`src/rtl/synapse_weight_store.sv`:
```
// Synapse weight store: byte-column integer RAM, rich-club decimal table, 2-cycle read pipeline.
// Define SYN_LFSR_EN to source non-rich-club decimal parts from a 16-bit Galois LFSR.
module synapse_weight_store #(
   parameter int ADDR_W   = 7,
   parameter int NUM_COL  = 4,
   parameter int INT_W    = 8,
   parameter int DECI_W   = 8,
   parameter int RC_DEPTH = 4
) (
   input  logic                      clk,
   input  logic                      rst,
   input  logic                      kill,
   input  logic [ADDR_W-1:0]         i_addr,
   input  logic [INT_W+DECI_W-1:0]   w_data,
   input  logic                      w_en,
   input  logic                      rc_load,
   input  logic                      r_en,
   output logic [INT_W+DECI_W-1:0]   weight_out,
   output logic                      weight_valid,
   output logic                      rc_full,
   output logic                      busy
);
   localparam int COL_W = $clog2(NUM_COL);
   localparam int ROW_W = ADDR_W - COL_W;
   localparam int ROWS  = 1 << ROW_W;
   localparam int W_W   = INT_W + DECI_W;

   typedef enum logic {IDLE = 1'b0, CLEAR = 1'b1} state_t;

   state_t                   state_q, state_d;
   logic [ROW_W-1:0]         clr_row_q, clr_row_d;
   logic                     idle, kill_acc, wr_acc, rc_acc, rd_acc;
   logic [ROW_W-1:0]         req_row;
   logic [COL_W-1:0]         req_col;

   assign req_row = i_addr[ADDR_W-1:COL_W];
   assign req_col = i_addr[COL_W-1:0];

   always_comb begin
      idle     = (state_q == IDLE);
      kill_acc = idle & kill;
      wr_acc   = idle & ~kill & w_en;
      rc_acc   = idle & ~kill & ~w_en & rc_load;
      rd_acc   = idle & ~kill & ~w_en & ~rc_load & r_en;
   end

   always_comb begin
      state_d   = state_q;
      clr_row_d = clr_row_q;
      if (state_q == IDLE) begin
         if (kill_acc) begin
            state_d   = CLEAR;
            clr_row_d = '0;
         end
      end else begin
         clr_row_d = clr_row_q + 1'b1;
         if (clr_row_q == '1) state_d = IDLE;
      end
   end

   always_ff @(posedge clk) begin
      if (rst) begin
         state_q   <= IDLE;
         clr_row_q <= '0;
      end else begin
         state_q   <= state_d;
         clr_row_q <= clr_row_d;
      end
   end

   // The sweep owns every column of its row; a normal write enables one column only.
   logic [NUM_COL-1:0]       mem_we;
   logic [ROW_W-1:0]         mem_row;
   logic [INT_W-1:0]         mem_wdata;
   logic [NUM_COL*INT_W-1:0] rd_row;

   always_comb begin
      mem_we    = '0;
      mem_row   = req_row;
      mem_wdata = w_data[W_W-1 -: INT_W];
      if (state_q == CLEAR) begin
         mem_we    = '1;
         mem_row   = clr_row_q;
         mem_wdata = '0;
      end else if (wr_acc) begin
         mem_we[req_col] = 1'b1;
      end
   end

   generate
      for (genvar gi = 0; gi < NUM_COL; gi++) begin : g_col
         logic [INT_W-1:0] mem [ROWS];
         logic [INT_W-1:0] rd_q;
         always_ff @(posedge clk) begin
            if (mem_we[gi]) mem[mem_row] <= mem_wdata;
            if (rd_acc)     rd_q <= mem[req_row];
         end
         assign rd_row[gi*INT_W +: INT_W] = rd_q;
      end
   endgenerate

   logic [RC_DEPTH-1:0] rc_valid_q, rc_valid_d, req_hit, s1_hit, free_sel;
   logic [ADDR_W-1:0]   rc_addr_q [RC_DEPTH];
   logic [ADDR_W-1:0]   rc_addr_d [RC_DEPTH];
   logic [DECI_W-1:0]   rc_deci_q [RC_DEPTH];
   logic [DECI_W-1:0]   rc_deci_d [RC_DEPTH];
   logic                s1_valid_q, s1_valid_d;
   logic [ADDR_W-1:0]   s1_addr_q, s1_addr_d;

   generate
      for (genvar gi = 0; gi < RC_DEPTH; gi++) begin : g_rc_hit
         assign req_hit[gi] = rc_valid_q[gi] && (rc_addr_q[gi] == i_addr);
         assign s1_hit[gi]  = rc_valid_q[gi] && (rc_addr_q[gi] == s1_addr_q);
      end
   endgenerate

   // Lowest clear bit of the valid vector picks the free slot.
   assign free_sel = ~rc_valid_q & (rc_valid_q + 1'b1);

   always_comb begin
      rc_valid_d = rc_valid_q;
      rc_addr_d  = rc_addr_q;
      rc_deci_d  = rc_deci_q;
      for (int i = 0; i < RC_DEPTH; i++) begin
         if (kill_acc) begin
            rc_valid_d[i] = 1'b0;
         end else if ((wr_acc | rc_acc) & req_hit[i]) begin
            rc_deci_d[i] = w_data[DECI_W-1:0];
         end else if (rc_acc & ~(|req_hit) & free_sel[i]) begin
            rc_valid_d[i] = 1'b1;
            rc_addr_d[i]  = i_addr;
            rc_deci_d[i]  = w_data[DECI_W-1:0];
         end
      end
   end

   always_ff @(posedge clk) begin
      if (rst) rc_valid_q <= '0;
      else     rc_valid_q <= rc_valid_d;
      rc_addr_q <= rc_addr_d;
      rc_deci_q <= rc_deci_d;
   end

   logic [DECI_W-1:0] rnd_deci;
`ifdef SYN_LFSR_EN
   logic [15:0] lfsr_q, lfsr_d;
   always_comb lfsr_d = lfsr_q[0] ? ((lfsr_q >> 1) ^ 16'hB400) : (lfsr_q >> 1);
   always_ff @(posedge clk) begin
      if (rst) lfsr_q <= 16'hACE1;
      else     lfsr_q <= lfsr_d;
   end
   assign rnd_deci = lfsr_q[DECI_W-1:0];
`else
   assign rnd_deci = '0;
`endif

   logic [W_W-1:0]    weight_out_q, weight_out_d;
   logic              weight_valid_q, weight_valid_d;
   logic [DECI_W-1:0] s1_deci;
   logic [INT_W-1:0]  s1_int;
   int                s1_col;

   // Second stage: column select, rich-club lookup and random sample happen here.
   always_comb begin
      s1_valid_d = rd_acc;
      s1_addr_d  = rd_acc ? i_addr : s1_addr_q;
      s1_deci    = rnd_deci;
      for (int i = 0; i < RC_DEPTH; i++) begin
         if (s1_hit[i]) s1_deci = rc_deci_q[i];
      end
      s1_col         = int'(s1_addr_q[COL_W-1:0]);
      s1_int         = rd_row[s1_col*INT_W +: INT_W];
      weight_valid_d = s1_valid_q;
      weight_out_d   = '0;
      if (s1_valid_q && (s1_addr_q != '0)) weight_out_d = {s1_int, s1_deci};
   end

   always_ff @(posedge clk) begin
      if (rst) begin
         s1_valid_q     <= 1'b0;
         s1_addr_q      <= '0;
         weight_valid_q <= 1'b0;
         weight_out_q   <= '0;
      end else begin
         s1_valid_q     <= s1_valid_d;
         s1_addr_q      <= s1_addr_d;
         weight_valid_q <= weight_valid_d;
         weight_out_q   <= weight_out_d;
      end
   end

   assign weight_out   = weight_out_q;
   assign weight_valid = weight_valid_q;
   assign rc_full      = &rc_valid_q;
   assign busy         = (state_q == CLEAR);
endmodule

```
`config.mk`:
```
export PLATFORM = sky130hd
export DESIGN_NAME = synapse_weight_store
export DESIGN_NICKNAME = d
export VERILOG_FILES = /design/src/rtl/synapse_weight_store.sv
export SDC_FILE = /design/constraint.sdc
export NUM_CORES = 1
export LEC_CHECK = 0
export ABC_AREA = 1
export BUFFER_PORTS_ARGS = -buffer_cell sky130_fd_sc_hd__buf_4
export CELL_PAD_IN_SITES_DETAIL_PLACEMENT = 1
export CELL_PAD_IN_SITES_GLOBAL_PLACEMENT = 1
export CORE_ASPECT_RATIO = 1.25
export CORE_MARGIN = 1.5
export CORE_UTILIZATION = 47
export CTS_CLUSTER_SIZE = 16
export DETAILED_ROUTE_END_ITERATION = 7
export PLACE_DENSITY_LB_ADDON = 0.1
export SLEW_MARGIN = 30
export SYNTH_ARGS = -nofsm -noshare
export SYNTH_HDL_FRONTEND = slang
export SYNTH_SLANG_ARGS = --single-unit
```
`constraint.sdc`:
```
create_clock -name clk -period 4.91 [get_ports clk]
set_input_delay 0.982 -clock clk [delete_from_list [all_inputs] [get_ports clk]]
set_output_delay 0.982 -clock clk [all_outputs]
set_load 0.02 [all_outputs]
```
==> qor.yml <==
logic_synthesis:
  synth_cell_type_count: 35
  async_flop_share: 0
  synth.top_cell.area_share: 0.729
  ys_top_cells_by_count: "1116 x edfxtp_1, 766 x nor2_1, 558 x o21ai_0"
  synth_edf_count: 1116
  synth.largest_area_cell: "edfxtp_1"
  yosys-top-cells-area: "edfxtp_1 73%, nor2_1 6.3%, o21ai_0 6.1%"
  syn_nets: 3650
  yosysWarningCount: 0
  ys.flop_type: "edfxtp_1"
  ys_seq_area_frac: 0.745
  synth-seq-cells: 1151
  postSynthCellCount: 3619
  yosysMostFrequentCell: "edfxtp_1"
  avgSynthCellArea_sq_um: 12.7
  netlist_area_sq_mm: 0.0459
sta:
  finalSetupViolations: 0
  fin_crit_sh: 0.692
  finalClockSkew_ns: 0.0303
  hold_viol_final: 0
  final.min_clock_period_ns: 3.40
  slew_headroom: 0.216
  hold_ws_ns: 0.475
  tns_ns: 0
  rsz0062_at_grt: "false"
  worst_pin_slew_ns: 1.18
  slew_viol_final: 0
  max_clock_freq_ghz: 0.294
clocking:
  clk_transition_reported_paths_ns: 0.06
  cts-resized-gates: 0
  clock-root-buffer: "clkbuf_16"
  cts.sinks: 1151
  htreeDepth: 3
  postCtsHoldBufs: 0
  cts_tree: "built"
  postCtsSetupBuffers: 0
  clock_latency_ns: 0.70
  cts_buffer_depth: 3
  numCtsBuffers: 113
cells_and_area:
  fin_cells: 5034
  area_growth_pct: 13.2
  layout-drive-gt1-share: 0.0932
  num-nets-final: 3671
  final_area_sq_mm: 0.0520
  n_antenna_cell: 0
  multi_input_area_sq_mm: 0.0105
  fillers: 9733
  seq_area_sq_mm: 0.0342
critical_path:
  worst-path-max-fanout: 17
  path_depth: 7
  cpPeakStageDelay_ns: 0.79
  cp_cell_sequence: "inv_2 -> or2_0 -> o21ai_1 -> nand2_1 -> nor2_1 -> nand2_1 -> nor2_1"
  slowest_stage: "dfxtp_1"
  ff2ff_path_depth: 7
  cp_data_required_time_ns: 5.24
  crit_type: "register to register"
  worstPathArrival_ns: 3.72
  startpoint_type: "register"
  crit_buf_inv: 1
  path_delay_family: "simple AND/OR/NAND/NOR gates"
  end_kind: "register"
die:
  initial_utilization: 0.473
  ios: 48
  dieWidth_um: 283
  core-area_sq_mm: 0.0972
  die_area_sq_mm: 0.0997
  die_y_um: 353
  rows: 128
placement:
  place_congestion: 0.903
  placed_cells: 4823
  io_buffers: 47
  dp_hpwl_mm: 80.3
  place_area_sq_mm: 0.0481
global_route:
  grt_first_pass_wirelength_mm: 201
  grtUsageTotal: 0.271
  first_global_vias: 31200
  grt_overflow_total: 0
  grt_max_degree: 213
  antenna_found_initial: 2
drt:
  wirelength_mm: 134
  drtIter0Drc: 2274
  drtPass1Iterations: 5
  remaining_drc_errors: 0
  antenna_left: 0
  via_per_inst: 5.96
  route.vias.total: 30000
  wl_per_cell_um: 26.7
power_and_ir_drop:
  seqPwrFrac: 0.511
  power_w: 0.0214
  static-leakage-power_nw: 17.2
  clkPwrFrac: 0.427
  ir_drop_v: 0.000262
  switching_power_w: 0.00476
  p_int_w: 0.0166
  power.share.switching: 0.223
  pwr-share-comb: 0.062
  powerDensity_mw_per_mm2: 411
status:
  status: "completed"
worst_hold_path:
  worstHoldPathType: "register to register"
  hold_path_depth: 2
job:
  drv_cap: 0
==> registers in the layout, indices dropped and copies added, names as in the netlist <==
| register | cells |
|---|---|
| s1_addr_q | 7 |
| weight_out | 16 |
| weight_valid | 1 |
| rc_deci_q | 32 |
| s1_valid_q | 1 |
| busy | 1 |
| rc_addr_q | 28 |
| g_col.mem | 1024 |
| rc_valid_q | 4 |
| g_col.rd_q | 32 |
| clr_row_q | 5 |
==> routing by layer <==
metal	GRT usage	wire [um]	vias up
met2	0.458	67500	947
met3	0.0278	6680	235
met1	0.362	55600	15400
li1	-	-	13400
met5	0	20	-
met4	0.102	4620	2
==> per-stage QoR <==
| step | utilization | worst slack, ns |
|---|---|---|
| global placement | 0.493 | 1.14 |
| global route | 0.535 | 1.34 |
| finish | 0.535 | 1.51 |
| floorplan | - | 0.109 |
| detailed placement | 0.495 | 1.11 |
| CTS | 0.534 | 1.44 |
==> power by group through the flow <==
stage	clock network (W)	registers [W]	logic (W)
floorplan	0	0.0112	0.000725
global placement	0	0.0112	0.00126
detailed placement	0	0.0112	0.00131
CTS	0.00926	0.0109	0.00132
global route	0.00960	0.0109	0.00142
finish	0.00913	0.0109	0.00132
==> worst register-to-register path, cell delays in order, from the launching register on <==
cell and delay, ns:
dfxtp_1 0.79, inv_2 0.18, or2_0 0.25, o21ai_1 0.24, nand2_1 0.13, nor2_1 0.29, nand2_1 0.34, nor2_1 0.80
==> kinds of logic (layout without fill, tap and decap cells) <==
logic type	Yosys count	in the layout	synth area share
AO/OA/AOI/OAI	882	882	0.117
XOR/XNOR	15	15	0.00286
adder cells (fa/ha/maj)	2	2	0.000545
buffers and inverters	327	442	0.0285
flip-flops	1151	1151	0.745
AND/OR/NAND/NOR	1242	1242	0.107
==> final timing paths <==
path	start	endpoint	slack, ns
hold reg to reg	s1_valid_q$_SDFF_PP0_	weight_valid$_SDFF_PP0_	0.48
setup / recovery	busy$_SDFF_PP0_	g_col[1].mem[4][4]$_DFFE_PP_	1.51
hold / removal	s1_valid_q$_SDFF_PP0_	weight_valid$_SDFF_PP0_	0.48
setup reg to reg	busy$_SDFF_PP0_	g_col[1].mem[4][4]$_DFFE_PP_	1.51
==> cells in the final DEF, fill, tap and decap left out, drive strengths merged, types with 35 or more instances in the layout <==
master,instances
a21oi,54
buf,153
clkbuf,131
clkinv,52
dfxtp,35
edfxtp,1116
inv,80
nand2,319
nand3,145
nor2,771
o21ai,561
o221ai,224
==> area by class of cell <==
cell class | instances | share of cell area
Inverter | 80 | 0.00606
Clock buffer | 131 | 0.0565
Multi-Input combinational cell | 2141 | 0.202
Tap cell | 1300 | 0.0313
Sequential cell | 1151 | 0.658
Timing Repair Buffer | 153 | 0.0280
Clock inverter | 78 | 0.0183
No activity file was read; power rests on OpenSTA's default activity.
